==> src/rtl/alu.sv <==
// 16-bit eight-function ALU with a registered result and a zero flag.
// All eight operations are computed combinationally and captured every rising edge.
module alu (
  input  logic        clock,
  input  logic        reset_n,
  input  logic [15:0] in1,
  input  logic [15:0] in2,
  input  logic [2:0]  control,
  output logic [15:0] result,
  output logic        isZero
);

  typedef enum logic [2:0] {
    OP_AND = 3'b000,
    OP_OR  = 3'b001,
    OP_ADD = 3'b010,
    OP_SUB = 3'b011,
    OP_SLL = 3'b100,
    OP_SRL = 3'b101,
    OP_SRA = 3'b110,
    OP_SLT = 3'b111
  } op_e;

  op_e         op;
  logic        big;
  logic [3:0]  amt;
  logic [15:0] sra;
  logic [15:0] nxt;

  assign op  = op_e'(control);
  // Any amount of 16 or more shifts every original bit out of the word.
  assign big = |in2[15:4];
  assign amt = in2[3:0];
  assign sra = $signed(in1) >>> amt;

  always_comb begin
    nxt = 16'h0000;
    case (op)
      OP_AND: nxt = in1 & in2;
      OP_OR:  nxt = in1 | in2;
      OP_ADD: nxt = in1 + in2;
      OP_SUB: nxt = in1 - in2;
      OP_SLL: nxt = big ? 16'h0000 : (in1 << amt);
      OP_SRL: nxt = big ? 16'h0000 : (in1 >> amt);
      OP_SRA: nxt = big ? {16{in1[15]}} : sra;
      OP_SLT: nxt = ($signed(in1) < $signed(in2)) ? 16'h0001 : 16'h0000;
      default: nxt = 16'h0000;
    endcase
  end

  always_ff @(posedge clock or negedge reset_n) begin
    if (!reset_n) result <= 16'h0000;
    else          result <= nxt;
  end

  assign isZero = (result == 16'h0000);

endmodule

==> config.mk <==
export PLATFORM = sky130hd
export DESIGN_NAME = alu
export DESIGN_NICKNAME = d
export VERILOG_FILES = /design/src/rtl/alu.sv
export SDC_FILE = /design/constraint.sdc
export NUM_CORES = 1
export LEC_CHECK = 0
export ABC_AREA = 1
export CAP_MARGIN = 20
export CORE_ASPECT_RATIO = 1.25
export CORE_MARGIN = 1.5
export CORE_UTILIZATION = 30
export CTS_BUF_LIST = sky130_fd_sc_hd__clkbuf_4 sky130_fd_sc_hd__clkbuf_8
export CTS_CLUSTER_DIAMETER = 150
export DETAILED_ROUTE_END_ITERATION = 12
export PLACE_DENSITY = 0.58
export SLEW_MARGIN = 30
export SYNTH_ARGS = -nofsm -noshare
export SYNTH_HDL_FRONTEND = slang
export SYNTH_SLANG_ARGS = --single-unit
==> constraint.sdc <==
create_clock -name clock -period 1.15 [get_ports clock]
set_input_delay 0.23 -clock clock [delete_from_list [all_inputs] [get_ports clock]]
set_output_delay 0.23 -clock clock [all_outputs]
set_load 0.03 [all_outputs]
After elaboration in Yosys (flattened, before gate mapping) --
Cells that the tools add are included.
Operators by class: $add $sub $neg 2, order comparisons 1, equal/unequal tests 7, shift-type cells 3, mux-type cells 5, bitwise gates (word level) 2, reductions and logical operators 3
Operators by type and width (count):
- $pmux W16 S8 | 1
- $mux W16 | 3
- $add A16 B16 Y16 | 1
- $and A16 B16 Y16 | 1
- $logic_not A16 Y1 | 1
- $lt A16 B16 Y1 | 1
- $or A16 B16 Y16 | 1
- $shl A16 B4 Y16 | 1
- $shr A16 B4 Y16 | 1
- $sshr A16 B4 Y16 | 1
- $sub A16 B16 Y16 | 1
- $eq A3 B3 Y1 const B | 4
- $reduce_or A12 Y1 | 1
- $eq A3 B2 Y1 const B | 2
- $eq A3 B1 Y1 const B | 1
- $logic_not A3 Y1 | 1
- $mux W1 | 1
Storage, ports and cells: flip-flop bits (word level) 16, input port bits 37, output and inout bits 17

Logic depth before layout (Yosys ltp) --
depth in word-level cells 3, mapped depth 16, depth with buffers taken out 15

Least setup slack after synthesis --
Ideal clock, no wire load.
path type in2reg, from input port in2[3], to register result[13], library setup time 0.125 ns, data arrival time 1.820 ns, setup slack -0.795 ns, stages 13, buffers on the path 1, path through clkinv_1 clkbuf_1 ha_1 nor2_1 nand3_1 nand3_1 nand2_1 nand3_1 nand2_1 nand3_1 nand2_1 inv_1 nand3_1
On the way: word-level cells in the longest chain between the ends 3
RTL lines:
- start, declared | RTL line 7 | input logic [15:0] in2,
- parallel branches: the longest is 2 deep, another holds $sub A16 B16 Y16
- $pmux W16 S8 (*) | RTL line 38 | case (op)
- named net nxt[13] | RTL line 28 | logic [15:0] nxt;
- end signal, assigned | RTL line 53 | else result <= nxt;
- end, declared | RTL line 9 | output logic [15:0] result,
Mark *: on every way through the listed nets, which the timed path passes.

Worst setup path after layout --
from input port in1[0], to register result[12]
On the way: word-level cells in the longest chain between the ends 3
RTL lines:
- start, declared | RTL line 6 | input logic [15:0] in1,
- parallel branches: the longest is 2 deep, another holds $sub A16 B16 Y16
- $pmux W16 S8 (*) | RTL line 38
- named net nxt[12] | RTL line 28
Marks and branches as above.

==> Flow_metrics.wiki <==
{| class="wikitable"
! Metric !! Value
|-
| FFs w/ async S/R, synth || 1.000
|-
| Worst setup path class || input pin to flip-flop
|-
| Chain of cells forming the critical path || buf_8, inv_4, ha_4, fa_2, inv_4, nand2_4, nand3_4, buf_4, buf_6, nand2_2, nand3_2, nand2_1, nand3_1, nand3_1, nor2_1, nand2_1
|-
| Diodes inserted || 0
|-
| Share of synthesized area occupied by flip-flops and latches || 0.08022
|-
| Synth Flop Type || sky130_fd_sc_hd__dfrtp_1
|-
| Post-synthesis compound-gate area fraction || 0.05766
|-
| CTS Hold Bufs || 0
|-
| Die X || 118.4 um
|-
| Dominant cells by area after synthesis || sky130_fd_sc_hd__nand2_1 (25%), sky130_fd_sc_hd__nand3_1 (18%), sky130_fd_sc_hd__ha_1 (13%)
|-
| Residual antenna-violating net count after detailed routing || 0
|-
| Wire length of the first global-routing pass || around 37000 um
|-
| Simple-gate share of the synthesized area || 0.5798
|-
| Commonest cells in the synthesized netlist || sky130_fd_sc_hd__nand2_1 (326), sky130_fd_sc_hd__nand3_1 (179), sky130_fd_sc_hd__inv_1 (132)
|-
| Worst VDD drop || 0.0002779 V
|-
| Setup TNS || -7.911 ns
|-
| Clk sinks || 16
|-
| Dominant combinational cell family by area after synthesis || simple AND/OR/NAND/NOR gates
|-
| Synth Area in Adders || 0.1409
|-
| Register with the most flip-flops || result
|-
| Detailed-route DRC error count || 0
|-
| Area of the mapped netlist || 4991 sq um
|-
| Largest net degree at the start of global routing || 32
|-
| Die ar. || 17420 sq um
|-
| Fill cells || between 1500 and 2000
|-
| Routed length on met2 || approximately 13000 um
|-
| Max-cap viol count || 0
|-
| Maximum operating frequency || 0.5695 GHz
|-
| Vias in the first global route || 7135
|-
| Post-detailed-routing wire length || 24720 um
|-
| Power density over the cells || 594.5 nW/um^2
|-
| Total core area || 16270 sq um
|-
| Number of setup violations in the final report || 19
|-
| Share of cell area taken by muxes after synthesis || 0
|-
| DR WL/cell || 17.08 um
|-
| Area of all placed cells without fillers || 9121 sq um
|-
| Placed Cells || 1400
|-
| I/O pin count || 54
|-
| Time the final worst path needs with I/O delays and setup || 1.756 ns
|-
| Startpoint types || input pin
|-
| Worst Tran Pin Value || 0.3457 ns
|-
| Count of mapped cells out of synthesis || 964
|-
| Port Buffer Count || 53
|-
| Net count of the mapped netlist || 1056
|-
| CP max-delay cell || sky130_fd_sc_hd__fa_2
|-
| Effective utilization at floorplan || 0.3068
|-
| Maximum count of clock buffers along a single path || 2
|-
| Buf/Inv on CP || 5
|-
| Post-route clock period utilization || 1.527
|-
| Number of placement rows || 52
|-
| Crit end category || flip-flop
|-
| Largest area contributor in the synthesized netlist || sky130_fd_sc_hd__nand2_1
|-
| Static leakage power || 0.004744 uW
|-
| Final number of hold-violating endpoints || 0
|-
| Vertical die dimension || 147.2 um
|-
| Most common cell in the synthesized netlist || sky130_fd_sc_hd__nand2_1
|-
| Average cell area after synthesis || 5.177 sq um
|-
| Min-delay worst type || input pin to async pin
|-
| Number of antenna violations at the first check in global routing || 0
|-
| Max-Slew Margin vs Limit || 0.7680
|-
| Clock-pin slew on the worst setup and hold paths || 0.07 ns
|-
| Detailed Place HPWL || 19040 um
|-
| Largest delay share family, worst path || simple AND/OR/NAND/NOR gates
|-
| Setup slack of the critical path after layout || -0.6060 ns
|-
| Maximum cell stage delay along the critical path || 0.41 ns
|-
| Unrepaired setup endpoints after global routing || yes
|-
| Number of buffers added by the clock tree synthesis step || 3
|-
| DR top layer || met4
|-
| Flip-flop count of the largest register, all copies and words added || 16
|-
| Xor and xnor area share after synthesis || 0.001755
|-
| Clock tree root driver cell || sky130_fd_sc_hd__clkbuf_8
|-
| Register bit total from synthesis || 16
|-
| Number of distinct library cells after synthesis || 32
|-
| WP data required || 1.29 ns
|-
| Footprint of the multi-input gates || roughly 5200 sq um
|-
| Post-Place Cell Area || roughly 7300 sq um
|-
| Slew Limit Fails || 0
|-
| Total routed wire length on the met1 layer || 9371 um
|-
| Aggregate global routing overflow || 0
|-
| Violations in the final reports || setup timing
|-
| Deepest level of the CTS H-tree || 1
|-
| Post-layout instance count excluding filler cells || 1447
|-
| Via count of the routed design || 7421
|-
| Fraction of synthesized cell area taken by the top area cell type || 0.2452
|-
| Routed met3 length || 1189 um
|-
| TritonCTS clock tree || built
|-
| Result of the run || finished, violations left
|-
| Relative area change from synthesis to final layout || 82.75%
|-
| Data arrival time of the critical path || approximately 1.9 ns
|-
| Share of post-route cells with drive strength above 1 || 0.4866
|-
| RD Place Congestion || about 0.95
|-
| Vias per cell || 5.129
|-
| Synth warn || 0
|-
| Count of nets after finishing || 1325
|-
| Max Fanout on Critical Path || 4
|-
| FF+latch area || 400.4 sq um
|-
| Largest registers || result (16)
|-
| Number of synthesized flops with an enable pin || 0
|-
| First-pass iteration count of the detailed router || 5
|-
| Initial drt markers || 465
|-
| All-layer global routing usage || 0.2732
|}
-- path summary, 6_finish.rpt --
check / from / to / cells past startpoint
min in group clock: in1[10] / result[10]$_DFF_PN0_ / 6
worst min-delay path: reset_n / result[13]$_DFF_PN0_ / 2
worst max-delay path: in1[0] / result[12]$_DFF_PN0_ / 16
max in group asynchronous: reset_n / result[0]$_DFF_PN0_ / 2
-- metrics by stage --
step                      power [uW]    util  setup WS [ns]  hold slack, ns
after global routing            5759  0.5608        -0.6379          0.3122
after detailed placement        3808  0.4498         -1.422          0.5754
after global placement          3798  0.4498         -1.406          0.5813
after floorplan                 2330       -        -0.4365        -0.06559
after CTS                       4902  0.5184        -0.5957          0.3056
final                           5423  0.5608        -0.6060          0.2975
-- power breakdown --
part / leakage [uW] / internal (uW) / switching (uW)
sequential: 0.000202 / 635 / 63.8
clock: 0.0000216 / 233 / 207
combinational: 0.00452 / 1930 / 2350
-- placed cells by master (no fill, tap or decap), types with 12 or more instances in the layout --
master and instances:
sky130_fd_sc_hd__inv_2 44, sky130_fd_sc_hd__ha_4 19, sky130_fd_sc_hd__buf_6 74, sky130_fd_sc_hd__nor2_1 64, sky130_fd_sc_hd__dfrtp_1 16, sky130_fd_sc_hd__nand2_4 26
sky130_fd_sc_hd__nor2_4 33, sky130_fd_sc_hd__inv_1 76, sky130_fd_sc_hd__a21oi_2 14, sky130_fd_sc_hd__nand3_1 149, sky130_fd_sc_hd__buf_4 186, sky130_fd_sc_hd__nand2_1 237
sky130_fd_sc_hd__o21ai_1 12, sky130_fd_sc_hd__nand3_2 26, sky130_fd_sc_hd__ha_1 27, sky130_fd_sc_hd__nand2_2 67, sky130_fd_sc_hd__nor2_2 21, sky130_fd_sc_hd__nand4_1 20
-- timing repair --
action / 4_1_cts / 5_1_grt
gates resized for setup: 351 / 214
setup buffers: 37 / 23
cloned: 1 / 0
setup endpoints to repair: 27 / 33
pin swaps: 82 / 94
-- routing by layer --
metal / global-route usage / vias up
met2: 0.5142 / 284
met1: 0.3225 / 3439
li1: - / 3619
met5: 0 / -
met3: 0.01398 / 79
met4: 0.1061 / 0
-- kinds of logic (layout without fill, tap and decap cells) --
group | count (synthesis) | in the layout
DFF | 16 | 16
and+or+nand+nor | 670 | 670
xor gates and xnor gates | 1 | 1
adders and majority gates | 55 | 55
AOI/OAI and AO/OA | 55 | 55
buffers and inverters | 167 | 434
-- layout make-up --
| type | instances | area share |
|---|---|---|
| flip-flops and latches | 16 | 0.04390 |
| multi-input cells | 781 | 0.5683 |
| inverters | 136 | 0.06639 |
| clock buffers | 3 | 0.004527 |
| repair buffers | 295 | 0.2872 |
| well taps | 216 | 0.02963 |
Note: power is estimated with default switching activity, not from simulation.
